$ cat src/rtl/pipe_pkg.sv
// Shared types and constants for the instruction fetch front end.
package pipe_pkg;

    typedef struct packed {
        logic [31:0] pc;
        logic [31:0] instr;
    } fetch_entry_t;

    localparam logic [31:0] NOP_INSTR        = 32'h0000_0013;
    localparam logic [31:0] INSTR_ALIGN_MASK = 32'hFFFF_FFFC;

    function automatic logic [31:0] align_pc(input logic [31:0] pc);
        return pc & INSTR_ALIGN_MASK;
    endfunction

endpackage

$ cat src/rtl/fetchq_fifo.sv
// Power-of-two FIFO of fetched {pc, instr} entries with a synchronous flush.
module fetchq_fifo
    import pipe_pkg::*;
#(
    parameter int DEPTH = 4
) (
    input  logic                     clk,
    input  logic                     rst,
    input  logic                     push,
    input  logic                     pop,
    input  logic                     flush,
    input  fetch_entry_t             wr_entry,
    output logic [$clog2(DEPTH):0]   count,
    output fetch_entry_t             head,
    output logic                     full,
    output logic                     empty
);

    localparam int PW = $clog2(DEPTH);

    fetch_entry_t  mem [DEPTH];
    logic [PW-1:0] rd_ptr;
    logic [PW-1:0] wr_ptr;

    always_ff @(posedge clk or negedge rst) begin
        if (!rst) begin
            rd_ptr <= '0;
            wr_ptr <= '0;
            count  <= '0;
        end else if (flush) begin
            rd_ptr <= '0;
            wr_ptr <= '0;
            count  <= '0;
        end else begin
            if (push) wr_ptr <= wr_ptr + PW'(1);
            if (pop)  rd_ptr <= rd_ptr + PW'(1);
            case ({push, pop})
                2'b10:   count <= count + (PW+1)'(1);
                2'b01:   count <= count - (PW+1)'(1);
                default: count <= count;
            endcase
        end
    end

    // Storage is data only; pointers and count define which slots are live.
    always_ff @(posedge clk) begin
        if (push && !flush) mem[wr_ptr] <= wr_entry;
    end

    assign head  = mem[rd_ptr];
    assign full  = (count == (PW+1)'(DEPTH));
    assign empty = (count == '0);

endmodule

$ cat src/rtl/fetch_queue.sv
// Fetch front end: owns fetch PC, issues sequential imem reads, buffers results.
// Optional FETCHQ_BYPASS_EN forwards a response straight to decode when the FIFO is empty.
module fetch_queue
    import pipe_pkg::*;
#(
    parameter int          DEPTH    = 4,
    parameter logic [31:0] RESET_PC = 32'h0000_0000
) (
    input  logic        clk,
    input  logic        rst,
    output logic        imem_req_o,
    output logic [31:0] imem_addr_o,
    input  logic        imem_rvalid_i,
    input  logic [31:0] imem_rdata_i,
    input  logic        redirect_i,
    input  logic [31:0] redirect_pc_i,
    output logic        valid_o,
    input  logic        ready_i,
    output logic [31:0] instr_o,
    output logic [31:0] pc_o
);

    localparam int CW = $clog2(DEPTH) + 1;

    logic [31:0]   fetch_pc;
    logic [31:0]   issued_pc;
    logic [31:0]   last_pc;
    logic          inflight;
    logic          drop;
    logic [CW-1:0] count;
    logic [CW:0]   credit_used;
    logic          credit_ok;
    fetch_entry_t  head;
    fetch_entry_t  wr_entry;
    logic          full;
    logic          empty;
    logic          resp_ok;
    logic          bypass;
    logic          push;
    logic          pop;
    logic [31:0]   shown_pc;
    logic [31:0]   shown_instr;

    // Outstanding read counts against capacity so a response always finds room.
    assign credit_used = {1'b0, count} + (CW+1)'(inflight);
    assign credit_ok   = credit_used < (CW+1)'(DEPTH);
    assign imem_req_o  = rst && !redirect_i && credit_ok;
    assign imem_addr_o = fetch_pc;

    assign resp_ok = imem_rvalid_i && inflight && !drop && !redirect_i;

`ifdef FETCHQ_BYPASS_EN
    assign bypass = resp_ok && empty && ready_i;
`else
    assign bypass = 1'b0;
`endif

    assign push     = resp_ok && !bypass;
    assign pop      = !empty && ready_i && !redirect_i;
    assign wr_entry = '{pc: issued_pc, instr: imem_rdata_i};

    assign valid_o     = (!empty && !redirect_i) || bypass;
    assign shown_pc    = bypass ? issued_pc    : head.pc;
    assign shown_instr = bypass ? imem_rdata_i : head.instr;
    assign instr_o     = valid_o ? shown_instr : NOP_INSTR;
    assign pc_o        = valid_o ? shown_pc    : last_pc;

    always_ff @(posedge clk or negedge rst) begin
        if (!rst) begin
            fetch_pc <= RESET_PC;
            inflight <= 1'b0;
            drop     <= 1'b0;
            last_pc  <= '0;
        end else begin
            inflight <= imem_req_o;
            if (redirect_i) begin
                fetch_pc <= align_pc(redirect_pc_i);
            end else if (imem_req_o) begin
                fetch_pc <= fetch_pc + 32'd4;
            end
            // A read still outstanding past the redirect must not reach the FIFO.
            if (redirect_i) begin
                drop <= inflight && !imem_rvalid_i;
            end else if (imem_rvalid_i) begin
                drop <= 1'b0;
            end
            if (valid_o) last_pc <= shown_pc;
        end
    end

    always_ff @(posedge clk) begin
        if (imem_req_o) issued_pc <= fetch_pc;
    end

    fetchq_fifo #(.DEPTH(DEPTH)) u_fifo (
        .clk      (clk),
        .rst      (rst),
        .push     (push),
        .pop      (pop),
        .flush    (redirect_i),
        .wr_entry (wr_entry),
        .count    (count),
        .head     (head),
        .full     (full),
        .empty    (empty)
    );

    no_push_when_full: assert property (@(posedge clk) disable iff (!rst)
        !(push && full && !pop));

endmodule

$ cat config.mk
export PLATFORM = sky130hd
export DESIGN_NAME = fetch_queue
export DESIGN_NICKNAME = d
export VERILOG_FILES = /design/src/rtl/pipe_pkg.sv /design/src/rtl/fetchq_fifo.sv /design/src/rtl/fetch_queue.sv
export SDC_FILE = /design/constraint.sdc
export NUM_CORES = 1
export LEC_CHECK = 0
export BUFFER_PORTS_ARGS = -buffer_cell sky130_fd_sc_hd__clkbuf_2
export CAP_MARGIN = 20
export CORE_MARGIN = 3
export CORE_UTILIZATION = 62
export DETAILED_ROUTE_END_ITERATION = 16
export HOLD_SLACK_MARGIN = 0.03
export PLACE_DENSITY = 0.85
export SETUP_SLACK_MARGIN = 0.5
export SYNTH_ARGS = -nofsm -noshare
export SYNTH_HDL_FRONTEND = slang
export SYNTH_HIERARCHICAL = 1
export SYNTH_SLANG_ARGS = --single-unit
$ cat constraint.sdc
create_clock -name clk -period 7.4 [get_ports clk]
set_clock_uncertainty 0.05 [all_clocks]
set_input_delay 0.37 -clock clk [delete_from_list [all_inputs] [get_ports clk]]
set_output_delay 0.37 -clock clk [all_outputs]
set_load 0.1 [all_outputs]
Word level (Yosys, flattened, before mapping)
Memories as Yosys holds them, arrays and structs flattened.
Index checks and enable logic that the tools add are counted.
{"block": "totals", "ff_bits": 105, "latchBits": 0, "ramBits": 256, "mem_bits_ro": 0, "in_bits": 69, "output_inout_bits": 98, "mem_count": 1}
{"block": "op_classes", "addsub": 6, "mul": 0, "div_mod_pow": 0, "magnitude_cmp": 1, "n_eq_ne": 2, "n_shift": 0, "muxes": 14, "bitwise": 0, "reduce_logical": 20}
{"memory": "u_fifo.mem", "depth": 4, "word_bits": 64, "read_ports": 1, "rd_clocked_by_memory_dff": 0, "wr": 1, "line_no": "fetchq_fifo.sv:21", "source": "fetch_entry_t mem [DEPTH];"}
{"cell": "32-bit two-way mux", "n": 4}
{"cell": "32-bit by 3-bit adder with 32-bit output, second input constant", "n": 1}
{"cell": "1-bit logical AND", "n": 10}
{"cell": "2-bit two-way mux", "n": 4}
{"cell": "2-bit nonzero test", "n": 4}
{"cell": "3-bit case mux with 2 select lines", "n": 1}
{"cell": "2-bit by 1-bit adder with 2-bit output, second input constant", "n": 2}
{"cell": "3-bit by 1-bit adder with 4-bit output", "n": 1}
{"cell": "1-bit zero test", "n": 4}
{"cell": "4-bit by 3-bit < comparator with 1-bit output, second input constant", "n": 1}
{"cell": "1-bit two-way mux", "n": 4}
{"cell": "3-bit by 1-bit adder with 3-bit output, second input constant", "n": 1}
{"cell": "3-bit zero test", "n": 1}
{"cell": "3-bit two-way mux", "n": 1}
{"cell": "3-bit nonzero test", "n": 1}
{"cell": "3-bit by 1-bit subtractor with 3-bit output, second input constant", "n": 1}
{"cell": "2-bit by 1-bit equality test with 1-bit output, second input constant", "n": 1}
{"cell": "2-bit equality test, second input constant", "n": 1}

Logic depth before layout (Yosys ltp)
Gate-level depths: netlist (run 1).
{"block": "logic_depth", "ltp_word": 7, "ltp_mapped": 9}

By module
The synthesis (run 1) kept the hierarchy.
{"module": "fetchq_fifo", "n_inst": 1, "cells_per_inst": 377, "area_per_inst_um2": 9669.3, "seq_area_each_um2": 7862.5}
{"module": "fetch_queue", "n_inst": 1, "cells_per_inst": 344, "area_per_inst_um2": 4216.5, "seq_area_each_um2": 2502.4}

Least setup slack after synthesis (run 1)
No wires, ideal clock.
{"block": "synth_path", "kind": "input-to-reg", "startpoint": "input port redirect_i", "endpoint": "memory u_fifo/mem[0][0] in the netlist's numbering (enable)", "setup_ps": 429, "arrival_time_ps": 2843, "required_time_ps": 6921, "slack_ps": 4078, "cell_stages": 6, "path_buffers": 3, "path_cell_list": "buf_6 > clkbuf_1 > nor4bb_1 > buf_2 > nor2b_1 > and2_1"}
{"block": "synth_via", "elab_chain_cells": 5}
{"item": "start, declared", "line_no": "fetch_queue.sv:15", "source": "input logic redirect_i,"}
{"item": "1-bit zero test", "line_no": "fetch_queue.sv:50", "source": "assign resp_ok = imem_rvalid_i && inflight && !drop && !redirect_i;"}
{"item": "1-bit logical AND", "line_no": "fetch_queue.sv:50"}
{"item": "via push", "line_no": "fetch_queue.sv:39", "source": "logic push;"}
{"item": "1-bit logical AND", "line_no": "fetchq_fifo.sv:47", "source": "if (push && !flush) mem[wr_ptr] <= wr_entry;"}
{"item": "1-bit two-way mux", "line_no": "fetchq_fifo.sv:47"}
{"item": "1-bit two-way mux (not written as such)", "line_no": "fetchq_fifo.sv:47"}
{"item": "end, declared", "line_no": "fetchq_fifo.sv:21"}
The timed path passes the listed nets, and every way through them passes these cells.

==> reports/summary.txt, run 1 <==
Status: complete, no violations
Top-level I/O count: 167
DPL Wire Length: 15.9 mm
Worst hold slack: 36.6 ps
Max-slew violations: 0
Total power: 5.38 mW
Post-route setup TNS: 0 ps
Non-Filler Instances: 1215
First-pass GRT wire length: 42.9 mm
Slowest stage delay, CP: 800 ps
Slew @ Worst Pin: 1010 ps
Reg-to-Reg Start: u_fifo/count[0]$_DFFE_PN0P_
CTS tree: built
Starting Density: 63.4%
Router iterations before antenna repair: 4
Overflow after GRT: 0
Final setup slack of the worst path: 3600 ps
Final min period: 3800 ps
CTS resizes: 0
N_diodes: 0
Synth Area per Inst: 19.3 sq um
Placed cells: 1142
Layout cells sized above 1: 35.6%
Nets: 985
CTS H-tree lvls: 2
Rows: 54
All-layer global routing usage: 23.0%
Cell family with most CP delay: buffers and inverters
Yosys warning total: 6
Num CTS Buffers: 35
Die X: 156 um
Initial DRC Count: 505
Post-route DRC: 0
Clk_lat worst skew: 510 ps
Vias in the first global route: 7692
Worst Setup SP: u_fifo/rd_ptr[0]$_DFFE_PN0P_
Via count: 7414
Crit path required time: 6980 ps
Initial antenna violation count: 0
Hold path start: redirect_pc_i[17]
Core Region: 0.0219 sq mm
Vias per cell: 6.10
Final Util: 73.8%
Routed len/inst: 22.5 um
WP data arrival: 3380 ps
PD cells: 333 mW/mm^2
Final ANT Viol Nets: 0
VDD IR-drop max: 0.000260 V
Slew HR: 32.6%
Worst Path Max Fanout: 38
Cell count after synthesis: 720
Startpoint Class: flip-flop
RePlAce Congestion: 0.822
P&R area growth vs syn: 16.5%
Sink Count: 357
Leak Pwr: 5.77 nW
RSZ-0062 raised after global routing: false
Total Wirelength: 27.4 mm
Reg2reg setup slack: 4100 ps
Clock root buffer: clkbuf_16
Largest net degree at the start of global routing: 65
Worst Setup End Kind: output pin
DP Worst Slack: 4030 ps
Die ar.: 0.0242 sq mm
Port-buffer cells: 162
Final worst path period share: 51.4%
CP Class: reg2out
Post-route cell area: 0.0162 sq mm
Fin. Hold Viols: 0
Critical path buffers and inverters: 2
Clk buf depth: 3
Max_cap viols: 0
Worst Hold Class: in2reg
DIE HEIGHT: 156 um
Clock-pin slew on the worst setup and hold paths: 60 ps
CP cell instances: buf_4 -> mux4_2 -> or3_1 -> clkbuf_2
Cell area after synthesis: 0.0139 sq mm
CP max stage cell: dfrtp_4
Finish-stage setup viols: 0
FMAX: 263 MHz
Placed Area: 0.0149 sq mm
[report_power, final]
| group | switching (mW) | internal (mW) |
|---|---|---|
| Combinational | 1.07 | 0.204 |
| Sequential | 0.0846 | 2.30 |
| Clock | 0.700 | 1.02 |
[layout make-up]
cell class,count,area (sq um)
Sequential cell,357,10400
Fill cell,1251,5730
Multi-Input combinational cell,329,3330
Timing Repair Buffer,179,968
Clock buffer,45,923
Tap cell,280,350
Clock inverter,17,193
Inverter,8,30.0
[what timing repair did]
| action | CTS | global route |
|---|---|---|
| buffers inserted | 0 | 0 |
| endpoints found under the hold margin | 60 | 0 |
| hold buffers | 11 | 0 |
[worst register-to-register path, stage by stage, from the launching register on]
cell and delay (ps):
dfrtp_1 440, nor3_1 550, nor2_4 240, buf_4 380, and2_1 310, nor2b_1 170
fa_1 410, and3b_1 230, o21ai_0 190, nor3b_1 230
[flip-flops by register name, summed over array words and instances, names as in the netlist]
name           flops
u_fifo/mem       256
u_fifo/rd_ptr      2
last_pc           32
issued_pc         30
u_fifo/wr_ptr      2
u_fifo/count       3
imem_addr_o       30
drop               1
inflight           1
[cells in the final DEF (no fill, tap or decap), types with 3 or more instances in the layout]
cell type and n:
a21oi_1 4, a221o_1 5, a22oi_1 5, and2_1 30, and2_4 4, and3_1 4, buf_4 7, bufinv_16 4
clkbuf_1 9, clkbuf_16 35, clkbuf_2 161, clkinv_1 3, clkinv_2 6, clkinvlp_4 3, conb_1 10, dfrtp_1 69
dlygate4sd3_1 11, edfxtp_1 286, ha_1 5, inv_1 7, mux2_2 32, mux2i_1 4, mux4_2 64, nand2_1 35
nand3_1 14, nand4_1 6, nor2_1 15, nor3_1 6, nor3b_1 3, nor4_1 4, o211ai_1 14, o21ai_0 12
o311ai_0 10, or3_1 7, xnor2_1 3, xor2_1 4
[layer usage]
layer / vias up / GRT usage [%] / share of wire [%]
met1: 3753 / 31.7 / 39
met2: 341 / 38.1 / 51
li1: 3256 / - / -
met4: 0 / 8.34 / 2.9
met5: - / 0 / 0
met3: 64 / 3.94 / 7.2
[final timing paths]
path | end | cells after the start
min in group asynchronous | last_pc[22]$_DFF_PN0_ | 2
max | instr_o[0] | 4
min reg2reg | last_pc[18]$_DFF_PN0_ | 1
max reg2reg | u_fifo/count[2]$_DFFE_PN0P_ | 9
max in group asynchronous | imem_addr_o[30]$_DFFE_PN0P_ | 3
min | imem_addr_o[17]$_DFFE_PN0P_ | 3
Power figures use the tool's default switching activity.
==> run 2, diff against run 1 <==
--- a/config.mk
+++ b/config.mk
@@ -8,10 +8,10 @@
 export BUFFER_PORTS_ARGS = -buffer_cell sky130_fd_sc_hd__clkbuf_2
 export CAP_MARGIN = 20
 export CORE_MARGIN = 3
-export CORE_UTILIZATION = 62
+export CORE_UTILIZATION = 52
 export DETAILED_ROUTE_END_ITERATION = 16
 export HOLD_SLACK_MARGIN = 0.03
-export PLACE_DENSITY = 0.85
+export PLACE_DENSITY = 0.76
 export SETUP_SLACK_MARGIN = 0.5
 export SYNTH_ARGS = -nofsm -noshare
 export SYNTH_HDL_FRONTEND = slang
==> constraint.sdc (replaced) <==
create_clock -name clk -period 3.46 [get_ports clk]
set_clock_uncertainty 0.05 [all_clocks]
set_input_delay 0.173 -clock clk [delete_from_list [all_inputs] [get_ports clk]]
set_output_delay 0.173 -clock clk [all_outputs]
set_load 0.1 [all_outputs]
==> run 2 against run 1 <==
Effect of this change:
- via count rose by 1.5%
- non-clock buffer count grew 68
- hold slack gained 41 ps
==> reports/summary.txt, run 2 (synthesis results as in run 1) <==
Startpoint Class: flip-flop
Total Wirelength: 27.6 mm
Finish-stage setup viols: 0
CTS H-tree lvls: 2
Reg2reg setup slack: 840 ps
DR top layer: met4
CP max stage cell: mux4_2
All-layer global routing usage: 19.6%
Largest register FFs: 256
PD cells: 687 mW/mm^2
Vias in the first global route: 7871
CTS tree: built
Worst Path Max Fanout: 26
Routed len/inst: 20.6 um
Largest registers: u_fifo/mem: 256 flops, last_pc: 32 flops
Wl on met1: 11.7 mm
Die X: 169 um
Worst Hold Class: in2async
Final Util: 65.4%
Biggest register: u_fifo/mem
Router iterations before antenna repair: 5
Clk buf depth: 3
Final min period: 2730 ps
Placed Area: 0.0152 sq mm
Most frequent cells in the layout: edfxtp_1, clkbuf_2, dfrtp_1
Sink Count: 357
FMAX: 367 MHz
Leak Pwr: 6.15 nW
Nets: 1054
Starting Density: 53.1%
Vias per cell: 5.61
Slew @ Worst Pin: 702 ps
N_diodes: 0
P&R area growth vs syn: 23.1%
Crit path required time: 3240 ps
RSZ-0062 raised after global routing: false
Max_cap viols: 0
VDD IR-drop max: 0.000462 V
Post-route setup TNS: 0 ps
Num CTS Buffers: 36
Max-slew violations: 0
Reg-to-Reg Start: u_fifo/count[0]$_DFFE_PN0P_
Rows: 59
Met3 wire length: 1.68 mm
First-pass GRT wire length: 44.1 mm
Fillers: 1726
Area occupied by multi-input gates: 0.00333 sq mm
Slowest stage delay, CP: 520 ps
Worst Setup End Kind: output pin
DPL Wire Length: 16.5 mm
Top-level I/O count: 167
Commonest non-fill, non-tap cell in the layout: edfxtp_1
CP Class: reg2out
Initial DRC Count: 664
Via count: 7523
Post-route DRC: 0
Die ar.: 0.0287 sq mm
Port-buffer cells: 162
Slew HR: 53.0%
Final ANT Viol Nets: 0
Largest net degree at the start of global routing: 63
Met2 WL post-DR: 13.8 mm
Clock root buffer: clkbuf_16
WP data arrival: 2510 ps
Layout cells sized above 1: 35.0%
Clk_lat worst skew: 510 ps
Status: complete, no violations
Core Region: 0.0261 sq mm
Overflow after GRT: 0
CP cell instances: buf_12 -> mux4_2 -> or3_1 -> clkbuf_2
RePlAce Congestion: 0.831
Final worst path period share: 78.9%
Post-route cell area: 0.0171 sq mm
Fin. Hold Viols: 0
Worst Setup SP: u_fifo/rd_ptr[0]$_DFFE_PN0P_
Sequential Area: 0.0104 sq mm
Clock-pin slew on the worst setup and hold paths: 60 ps
Initial antenna violation count: 0
DIE HEIGHT: 169 um
## run 2: cell count changes in the layout (fill, tap and decap cells not counted), sizes merged
cell,delta
clkbuf,+1
inv,-2
clkinv,+7
buf,+15
dlygate4sd3,+53
clkinvlp,-2
## run 2: what timing repair did
action | CTS | global route
setup buffers | 4 | 0
setup endpoints to repair | 42 | 32
hold buffers | 64 | 0
gates resized for setup | 1 | 2
hold endpoints to repair | 185 | 0
cloned | 0 | 0
## run 2: final cells by class
class	instances	area share [%]
clock inverter	20	1.19
inverter	8	0.183
timing repair buffer	247	9.97
multi-input combinational	329	19.5
clock buffer	46	5.98
sequential	357	60.7
tap	335	2.45
## run 2: path summary, 6_finish.rpt
| kind | to | cells after the start |
|---|---|---|
| max | instr_o[1] | 4 |
| min | last_pc[0]$_DFF_PN0_ | 2 |
| max reg2reg | imem_addr_o[22]$_DFFE_PN0P_ | 6 |
| min reg2reg | last_pc[30]$_DFF_PN0_ | 1 |
| max in group asynchronous | imem_addr_o[27]$_DFFE_PN0P_ | 3 |
| min in group clk | u_fifo/rd_ptr[0]$_DFFE_PN0P_ | 2 |
## run 2: power breakdown
part | total, mW | internal (mW) | switching, mW
combinational | 2.76 | 0.484 | 2.28
sequential | 5.07 | 4.91 | 0.161
clock | 3.90 | 2.39 | 1.51
## run 2: metrics by stage
step | hold WS [ps] | worst slack [ps] | power, mW | cells
floorplan | -173 | 529 | 7.38 | 729
CTS | 78.0 | 548 | 11.8 | 1342
global route | 96.1 | 588 | 12.1 | 1342
detailed placement | 78.9 | 892 | 7.86 | 1208
finish | 78.0 | 732 | 11.7 | 1342
global placement | 74.0 | 904 | 7.82 | 1208
## run 2: critical path: cells and delay by family (launching register included)
| family | cells | cell delay, ps |
|---|---|---|
| flops | 1 | 460 |
| mux | 1 | 520 |
| buf+inv | 2 | 630 |
| simple gates | 1 | 390 |
## run 2: routing by layer
| metal | vias up | global-route usage [%] |
|---|---|---|
| li1 | 3391 | - |
| met5 | - | 0 |
| met3 | 35 | 3.42 |
| met2 | 287 | 32.1 |
| met4 | 0 | 4.59 |
| met1 | 3810 | 28.1 |
==> run 3, diff against run 2 <==
--- a/config.mk
+++ b/config.mk
@@ -8,10 +8,10 @@
 export BUFFER_PORTS_ARGS = -buffer_cell sky130_fd_sc_hd__clkbuf_2
 export CAP_MARGIN = 20
 export CORE_MARGIN = 3
-export CORE_UTILIZATION = 52
+export CORE_UTILIZATION = 58
 export DETAILED_ROUTE_END_ITERATION = 16
 export HOLD_SLACK_MARGIN = 0.03
-export PLACE_DENSITY = 0.76
+export PLACE_DENSITY = 0.81
 export SETUP_SLACK_MARGIN = 0.5
 export SYNTH_ARGS = -nofsm -noshare
 export SYNTH_HDL_FRONTEND = slang
==> constraint.sdc (replaced) <==
create_clock -name clk -period 2.6 [get_ports clk]
set_clock_uncertainty 0.05 [all_clocks]
set_input_delay 0.13 -clock clk [delete_from_list [all_inputs] [get_ports clk]]
set_output_delay 0.13 -clock clk [all_outputs]
set_load 0.1 [all_outputs]
==> run 3 against run 2 <==
Effect of this change:
- hold slack better by 54 ps
- via count is 8.6% higher
- register-to-register slack worse by 440 ps
- highest routed layer unchanged
- sequential power is 34% higher
- die area is 10% lower
- first-iteration DRC count is 22% higher
- global-route usage is 5.7 points higher
- clock-buffer cell count stayed put
- critical path type unchanged
- clock power is 34% higher
- core utilization is 16 points higher
- non-clock buffer count is 48 higher
==> reports/summary.txt, run 3 (synthesis results as in run 1) <==
Status: complete, no violations
Layout cells sized above 1: 44.1%
Final setup slack of the worst path: 106 ps
RePlAce Congestion: 0.869
Initial DRC Count: 810
VDD IR-drop max: 0.000643 V
Clock root buffer: clkbuf_16
Fin. Hold Viols: 0
Clk_lat worst skew: 530 ps
Final ANT Viol Nets: 0
Worst Path Max Fanout: 7
Overflow after GRT: 0
Worst Setup End Kind: output pin
Die ar.: 0.0258 sq mm
CTS tree: built
Nets: 1103
Max-slew violations: 0
Post-route setup TNS: 0 ps
Non-Filler Instances: 1370
Initial antenna violation count: 1
Clock-pin slew on the worst setup and hold paths: 70 ps
Largest registers: u_fifo/mem: 256 flops, last_pc: 32 flops
Vias per cell: 5.96
Die X: 161 um
CTS H-tree lvls: 2
WP data arrival: 2310 ps
Router iterations before antenna repair: 5
Port-buffer cells: 162
Placed cells: 1195
Most frequent cells in the layout: edfxtp_1, clkbuf_2, buf_12
Sink Count: 357
Routed len/inst: 25.5 um
Largest net degree at the start of global routing: 63
Final worst path period share: 95.9%
P&R area growth vs syn: 35.8%
First-pass GRT wire length: 49.8 mm
Starting Density: 60.2%
Leak Pwr: 6.85 nW
Crit path required time: 2420 ps
Vias in the first global route: 8421
Num CTS Buffers: 36
Rows: 55
DIE HEIGHT: 161 um
Final min period: 2490 ps
DP Worst Slack: 344 ps
Via count: 8168
Final Util: 81.7%
FMAX: 401 MHz
Finish-stage setup viols: 0
PD cells: 914 mW/mm^2
Slew HR: 35.0%
Biggest register: u_fifo/mem
Top-level I/O count: 167
Slew @ Worst Pin: 962 ps
Max_cap viols: 0
Clk buf depth: 3
CP Class: reg2out
All-layer global routing usage: 25.3%
Startpoint Class: flip-flop
Largest register FFs: 256
Commonest non-fill, non-tap cell in the layout: edfxtp_1
DPL Wire Length: 17.4 mm
Core Region: 0.0231 sq mm
Total Wirelength: 35.0 mm
RSZ-0062 raised after global routing: true
Worst hold slack: 132 ps
Post-route DRC: 0
Worst Hold Class: in2reg
-- run 3: critical path, stage by stage (launching register included) --
cell and delay [ps]:
dfrtp_4 450, buf_12 160, buf_16 140, mux4_2 540, mux2_4 320, buf_12 180
-- run 3: report_power, final --
part / switching [mW] / leakage, nW / total (mW) / internal, mW
logic: 3.35 / 2.84 / 5.18 / 1.83
clock network: 2.21 / 0.578 / 5.23 / 3.02
registers: 0.268 / 3.43 / 6.81 / 6.54
-- run 3: layer usage --
metal	track usage (%)	wire length, um
met1	34.6	13100
met4	8.56	936
met2	42.4	18300
met5	0	0
met3	3.95	2640
-- run 3: timing repair --
item | 4_1_cts | 5_1_grt
resized for setup | 51 | 78
hold buffers | 66 | 0
setup endpoints to repair | 78 | 255
gates cloned | 2 | 3
buffers inserted | 18 | 19
pin swaps | 3 | 10
endpoints found under the hold margin | 194 | 0
-- run 3: metrics by stage --
| stage | instance area [sq um] | power (mW) |
|---|---|---|
| finish | 18800 | 17.2 |
| CTS | 18400 | 16.9 |
| detailed placement | 16100 | 11.5 |
| global placement | 16100 | 11.5 |
| global route | 18800 | 17.7 |
| floorplan | 14000 | 9.83 |
-- run 3: cell type report --
type	instances	area, sq um
timing repair buffer	295	3210
inverter	8	37.5
antenna	1	2.50
clock inverter	20	194
multi-input combinational	330	3610
clock buffer	46	990
fill	995	4210
tap	313	392
sequential	357	10400
-- run 3: worst paths after layout --
kind	start	end	slack, ps	depth (start not counted)
max	u_fifo/rd_ptr[0]$_DFFE_PN0P_	pc_o[13]	110	5
min	redirect_i	drop$_DFFE_PN0P_	130	3
max reg2reg	u_fifo/count[1]$_DFFE_PN0P_	imem_addr_o[11]$_DFFE_PN0P_	400	6
min reg2reg	issued_pc[19]$_DFFE_PP_	u_fifo/mem[1][51]$_DFFE_PP_	450	0
max in group asynchronous	rst	imem_addr_o[23]$_DFFE_PN0P_	1220	4
min in group asynchronous	rst	last_pc[21]$_DFF_PN0_	280	3
